--- src/rtl/wb_initiator_bridge.sv ---
// Valid/ready request port to single-outstanding Wishbone B4 pipelined initiator.
// Handles responder stall and aborts with an error response after TIMEOUT_CYCLES of cyc.
module wb_initiator_bridge #(
    parameter int TIMEOUT_CYCLES = 255,
    parameter int CNT_WIDTH      = $clog2(TIMEOUT_CYCLES + 1)
) (
    input  logic        clk,
    input  logic        rst,
    // Request side: a request transfers at an edge where req_valid && req_ready.
    // The requester holds its fields stable while req_valid is high and req_ready is low.
    input  logic        req_valid,
    output logic        req_ready,
    input  logic        req_we,
    input  logic [3:0]  req_sel,
    input  logic [31:0] req_adr,
    input  logic [31:0] req_dat,
    output logic        rsp_valid,
    output logic [31:0] rsp_dat,
    output logic        rsp_err,
    output logic        wb_cyc_o,
    output logic        wb_stb_o,
    output logic        wb_we_o,
    output logic [3:0]  wb_sel_o,
    output logic [31:0] wb_adr_o,
    output logic [31:0] wb_dat_o,
    input  logic [31:0] wb_dat_i,
    input  logic        wb_ack_i,
    input  logic        wb_stall_i,
    output logic [1:0]  dbg_state_o
);

    typedef enum logic [1:0] {
        IDLE  = 2'd0,
        ISSUE = 2'd1,
        WAIT  = 2'd2
    } state_t;

    state_t                 state_q;
    logic [CNT_WIDTH-1:0]   cnt_q;
    logic                   cyc_q;
    logic                   stb_q;
    logic                   we_q;
    logic [3:0]             sel_q;
    logic [31:0]            adr_q;
    logic [31:0]            dat_q;
    logic                   rsp_valid_q;
    logic                   rsp_err_q;
    logic [31:0]            rsp_dat_q;

    logic                   busy;
    logic                   ack_hit;
    logic                   timeout_hit;

    assign busy = (state_q == ISSUE) || (state_q == WAIT);

    // An ack only counts once the strobe has actually been taken (not stalled).
    assign ack_hit = ((state_q == ISSUE) && !wb_stall_i && wb_ack_i) ||
                     ((state_q == WAIT) && wb_ack_i);

    assign timeout_hit = busy && !ack_hit && (cnt_q == CNT_WIDTH'(TIMEOUT_CYCLES));

    assign req_ready = (state_q == IDLE) && !rst;

    always_ff @(posedge clk) begin
        if (rst) begin
            state_q     <= IDLE;
            cnt_q       <= '0;
            cyc_q       <= 1'b0;
            stb_q       <= 1'b0;
            we_q        <= 1'b0;
            sel_q       <= 4'h0;
            adr_q       <= 32'h0;
            dat_q       <= 32'h0;
            rsp_valid_q <= 1'b0;
            rsp_err_q   <= 1'b0;
            rsp_dat_q   <= 32'h0;
        end else begin
            rsp_valid_q <= 1'b0;
            if (busy) begin
                cnt_q <= cnt_q + CNT_WIDTH'(1);
            end
            case (state_q)
                IDLE: begin
                    if (req_valid) begin
                        we_q    <= req_we;
                        sel_q   <= req_sel;
                        adr_q   <= req_adr;
                        dat_q   <= req_dat;
                        cyc_q   <= 1'b1;
                        stb_q   <= 1'b1;
                        cnt_q   <= CNT_WIDTH'(1);
                        state_q <= ISSUE;
                    end
                end
                ISSUE, WAIT: begin
                    if (ack_hit) begin
                        cyc_q       <= 1'b0;
                        stb_q       <= 1'b0;
                        rsp_valid_q <= 1'b1;
                        rsp_err_q   <= 1'b0;
                        rsp_dat_q   <= we_q ? 32'h0 : wb_dat_i;
                        state_q     <= IDLE;
                    end else if (timeout_hit) begin
                        cyc_q       <= 1'b0;
                        stb_q       <= 1'b0;
                        rsp_valid_q <= 1'b1;
                        rsp_err_q   <= 1'b1;
                        rsp_dat_q   <= 32'h0;
                        state_q     <= IDLE;
                    end else if ((state_q == ISSUE) && !wb_stall_i) begin
                        stb_q   <= 1'b0;
                        state_q <= WAIT;
                    end
                end
                default: begin
                    cyc_q   <= 1'b0;
                    stb_q   <= 1'b0;
                    state_q <= IDLE;
                end
            endcase
        end
    end

    assign wb_cyc_o    = cyc_q;
    assign wb_stb_o    = stb_q;
    assign wb_we_o     = we_q;
    assign wb_sel_o    = sel_q;
    assign wb_adr_o    = adr_q;
    assign wb_dat_o    = dat_q;
    assign rsp_valid   = rsp_valid_q;
    assign rsp_err     = rsp_err_q;
    assign rsp_dat     = rsp_dat_q;
    assign dbg_state_o = state_q;

endmodule

--- config.mk ---
export PLATFORM = sky130hd
export DESIGN_NAME = wb_initiator_bridge
export DESIGN_NICKNAME = d
export VERILOG_FILES = /design/src/rtl/wb_initiator_bridge.sv
export SDC_FILE = /design/constraint.sdc
export NUM_CORES = 1
export LEC_CHECK = 0
export BUFFER_PORTS_ARGS = -buffer_cell sky130_fd_sc_hd__buf_2
export CELL_PAD_IN_SITES_DETAIL_PLACEMENT = 1
export CELL_PAD_IN_SITES_GLOBAL_PLACEMENT = 1
export CORE_MARGIN = 8
export CORE_UTILIZATION = 30
export CTS_CLUSTER_SIZE = 25
export DETAILED_ROUTE_END_ITERATION = 12
export PLACE_DENSITY_LB_ADDON = 0.1
export SLEW_MARGIN = 20
export SYNTH_ARGS = -nofsm -noshare
export SYNTH_HDL_FRONTEND = slang
export SYNTH_SLANG_ARGS = --single-unit
--- constraint.sdc ---
create_clock -name clk -period 2.1 [get_ports clk]
set_input_delay 0.21 -clock clk [delete_from_list [all_inputs] [get_ports clk]]
set_output_delay 0.21 -clock clk [all_outputs]
set_load 0.005 [all_outputs]
==> impl_summary.md <==
Run status
The run finished with clean final reports.

Synthesis
Synthesis inferred 114 register bits. Averaged over all synthesized cells, the footprint is about 9 um2. When the netlist entered floorplanning its net count stood at ~560. After synthesis, the share of flip-flops with an asynchronous set or reset is 0%. The area of the mapped netlist is 0.00413 mm2. The fraction of synthesized cell area taken by the top area cell type is 55.3%. Summing the sequential cell areas from Yosys gives between 50% and 60% of the chip area. For this run, the leading register cell type out of synthesis is sky130_fd_sc_hd__dfxtp_1.

The instance count of the mapped netlist is roughly 450. The cell type with the largest total area after synthesis is sky130_fd_sc_hd__dfxtp_1. By area the synthesized netlist is led by sky130_fd_sc_hd__dfxtp_1 55%, sky130_fd_sc_hd__nand2_1 13%, sky130_fd_sc_hd__a21oi_1 8.9%.

The distinct cell type count after synthesis is 38. Yosys mapped a number of flops with a built-in enable equal to 0. The number of warnings reported in the yosys synthesis log is 0.

Clock tree
The number of buffers inserted by post-CTS setup repair is 0. TritonCTS built the clock tree. The number of H-tree levels is 4. The clock-pin slew on the worst setup and hold paths is 0.05 ns.

The number of buffers inserted during clock tree synthesis is 17. In this run the deepest clock path goes through 2 buffers. The sink count of the clock tree is 114.

Clock tree synthesis selected as its root buffer the cell sky130_fd_sc_hd__clkbuf_16. The clock latency on the worst-skew pair is 0.41 ns.

Power
The overall power is 7.62 mW. Dividing total power by cell area gives a power density of around 1300 mW/mm2. The static leakage power is roughly 3 nW. The largest voltage drop on the vdd net is roughly 0.00046 V.

Cells and area
The finished layout holds about 860 standard cells, fillers aside. Compared with the post-synthesis result, the final layout area differs by 46.5%. In the final layout, the multi-input gates occupy around 0.0017 mm2.

The number of nets at the end of the flow is 777. The number of antenna diodes in the final layout is 0. In the final layout, the share of cells above drive strength 1 is a little over two fifths.

The total area of sequential cells is 0.00228 mm2. Summing all non-filler instances in the final layout gives an area of between 0.006 and 0.007 mm2. The final-layout fill cell count is 1656.

Floorplanning
The starting density of the core is a little under a third. The area of the die is around 0.018 mm2. Measured along the x axis, the die boundary spans between 100 and 150 um. The die outline height is 133 um.

The number of placement rows is 43. roughly 210 I/O pins were placed. The core box area is between 0.01 and 0.015 mm2.

STA
The count of pins over their slew limit is 0. On the final layout, the worst clock skew is 0.00442 ns. The maximum clock frequency is approximately 500 MHz.

Setup violations remaining at the end of the flow were counted as 0. For the finished layout, the period the worst path requires is 1.97 ns. The hold violation count in the final report is 0. The relative slew slack is between 60% and 70%. After layout, the worst path uses roughly 94% of the clock period. The worst hold slack is about 0.021 ns. For the pin with the worst max-slew slack, the measured transition is slightly above 0.5 ns. Setup repair after global routing left no endpoint under its margin.

Route
The wire length per cell after detailed routing is around 17 um. The total via count after detailed routing is between 4000 and 5000. The aggregate routed wire length is 14200 um. For this run, design rule violations remaining after detail routing come to 0. The count of nets left with antenna violations once routing finished came out at 0.

The pre-antenna-repair detailed-routing pass consisted of 4 iterations. The detailed router's first-iteration violation count is about 150. The per-cell via count in the routed design is about 4.7.

Worst setup path
For this run, the slowest stage of the critical path takes roughly 0.38 ns. The signal on the critical path passes through inv_1 > ha_1 > buf_4 > a21bo_1 > a311o_1 > a21oi_1 > a211oi_1. The data arrival time of the worst path is approximately 2.3 ns.

The worst reg-to-reg path cell count is 7. The maximum net fanout on the critical path is 10. The type of destination of the critical path is a flop. The slowest cell on the critical path is sky130_fd_sc_hd__dfxtp_2. The element type at the critical path start is a flop. The required time of the critical path is around 2.4 ns. The type of the setup path with the least slack is flop to flop.

Min path
The count of cells along the worst hold path is 2. The path class of the tightest hold or removal check is input pin to flop.

Placement
The final weighted congestion of routability-driven global placement is approximately 0.73. During placement, the flow inserted port buffers numbering about 210. Once placement finished, the instance area stood at between 0.005 and 0.006 mm2. The half-perimeter wire length of the detailed placement result is ~10000 um. After detailed placement, the design holds a cell count of ~820.

Global route
The total track usage is approximately 16%. The number of global-route vias before repair was between 4000 and 5000. For this run the aggregate overflow at the end of global routing stands at 0. The initial antenna violation count is 1. The first global-routing pass estimated between 20000 and 25000 um of wire. The maximum number of pins on one net before global-route repair is 68.

Flow run
Across the run, the number of max-cap violations was 0.
[metal layers]
metal  wire length (um)  GRT usage, %  vias up
li1                   -             -     1978
met1               5660          16.6     1872
met2               6890          26.3      131
met3               1430          7.72       20
met4                209          6.80        2
met5                 13             0        -
[per-stage QoR]
step           util [%]  setup slack (ns)  setup TNS [ns]
6_report           44.3             0.130               0
5_1_grt            44.3            0.0537               0
4_1_cts            44.2            0.0279               0
3_5_place_dp       39.1            -0.159           -4.69
3_3_place_gp       39.1          -0.00268         -0.0395
2_1_floorplan         -             0.236               0
[state kept, by name, indices dropped and copies added, names as in the netlist]
register,cells
rsp_dat,32
wb_adr_o,32
wb_dat_o,32
cnt_q,8
wb_sel_o,4
dbg_state_o,2
rsp_err,1
rsp_valid,1
wb_cyc_o,1
wb_we_o,1
[worst max-delay path, delay by kind of cell, from the launching register on]
kind            cells  cell delay, ns
compound gates      4            0.84
flops               1            0.38
buf+inv             2            0.30
fa+ha+maj           1            0.31
[where the power goes]
group | switching (mW) | internal, mW | total (mW)
Sequential | 0.191 | 2.52 | 2.71
Clock | 0.970 | 1.83 | 2.80
Combinational | 1.26 | 0.850 | 2.11
Total | 2.42 | 5.20 | 7.62
[placed cells by master, fill, tap and decap left out, types with 2 or more instances in the layout]
cell / instances
sky130_fd_sc_hd__clkinvlp_4: 3
sky130_fd_sc_hd__o21ai_4: 2
sky130_fd_sc_hd__clkinv_2: 5
sky130_fd_sc_hd__and3_4: 2
sky130_fd_sc_hd__or3_1: 2
sky130_fd_sc_hd__nand4_1: 4
sky130_fd_sc_hd__buf_4: 5
sky130_fd_sc_hd__buf_12: 3
sky130_fd_sc_hd__mux2i_1: 2
sky130_fd_sc_hd__a21oi_1: 73
sky130_fd_sc_hd__o221a_2: 2
sky130_fd_sc_hd__nand2_1: 143
sky130_fd_sc_hd__inv_2: 2
sky130_fd_sc_hd__nor2_1: 7
sky130_fd_sc_hd__dfxtp_2: 2
sky130_fd_sc_hd__clkbuf_1: 2
sky130_fd_sc_hd__buf_2: 213
sky130_fd_sc_hd__clkbuf_8: 3
sky130_fd_sc_hd__bufinv_16: 2
sky130_fd_sc_hd__a32o_2: 30
sky130_fd_sc_hd__a32o_1: 2
sky130_fd_sc_hd__dlygate4sd3_1: 10
sky130_fd_sc_hd__ha_1: 5
sky130_fd_sc_hd__dfxtp_1: 112
sky130_fd_sc_hd__o21ai_0: 2
sky130_fd_sc_hd__clkbuf_16: 17
sky130_fd_sc_hd__inv_1: 3
sky130_fd_sc_hd__xor2_1: 4
sky130_fd_sc_hd__a211oi_1: 2
[path summary, 6_finish.rpt]
| path | from | end | slack, ns |
|---|---|---|---|
| worst max-delay path | dbg_state_o[0] | dbg_state_o[0] | 0.13 |
| worst min-delay path | wb_dat_i[13] | rsp_dat[13] | 0.02 |
| worst max register to register | dbg_state_o[0] | dbg_state_o[0] | 0.13 |
| worst min register to register | wb_adr_o[25] | wb_adr_o[25] | 0.45 |
[synth_stat cells (2+ instances only)]
library cell and n:
sky130_fd_sc_hd__buf_1 4, sky130_fd_sc_hd__a32o_2 30, sky130_fd_sc_hd__or3_1 2, sky130_fd_sc_hd__nand2_1 144
sky130_fd_sc_hd__and3_4 2, sky130_fd_sc_hd__dfxtp_1 114, sky130_fd_sc_hd__buf_2 6, sky130_fd_sc_hd__o21ai_0 2
sky130_fd_sc_hd__clkbuf_1 16, sky130_fd_sc_hd__xor2_1 4, sky130_fd_sc_hd__buf_6 4, sky130_fd_sc_hd__nor2_1 8
sky130_fd_sc_hd__inv_1 3, sky130_fd_sc_hd__a211oi_1 2, sky130_fd_sc_hd__o221a_2 2, sky130_fd_sc_hd__a21oi_1 73
sky130_fd_sc_hd__nand4_1 4, sky130_fd_sc_hd__ha_1 5, sky130_fd_sc_hd__mux2i_1 2, sky130_fd_sc_hd__a32o_1 2
sky130_fd_sc_hd__inv_2 2
[cells by family after synthesis]
kind of cell    Yosys count  share of synthesized area [%]
simple gates            165                           16.5
compound gates          118                           20.2
fa+ha+maj                 5                           1.52
buf+inv                  39                           4.88
xor+xnor                  5                           1.06
flops                   114                           55.3
mux                       2                          0.485
[timing repair]
item                       in CTS  in global routing
hold endpoints to repair       10                  0
gates resized for setup         1                  2
pin swaps                       1                  0
cloned                          1                  0
hold buffers                   10                  0
setup endpoints to repair      32                 29
[final cells by class]
| class | instances | area share, % |
|---|---|---|
| sequential | 114 | 37.8 |
| timing repair buffer | 231 | 20.9 |
| tap | 180 | 3.72 |
| clock buffer | 22 | 7.84 |
| inverter | 6 | 0.372 |
| multi-input combinational | 296 | 27.6 |
| clock inverter | 10 | 1.78 |
No activity file was read; power rests on OpenSTA's default activity.
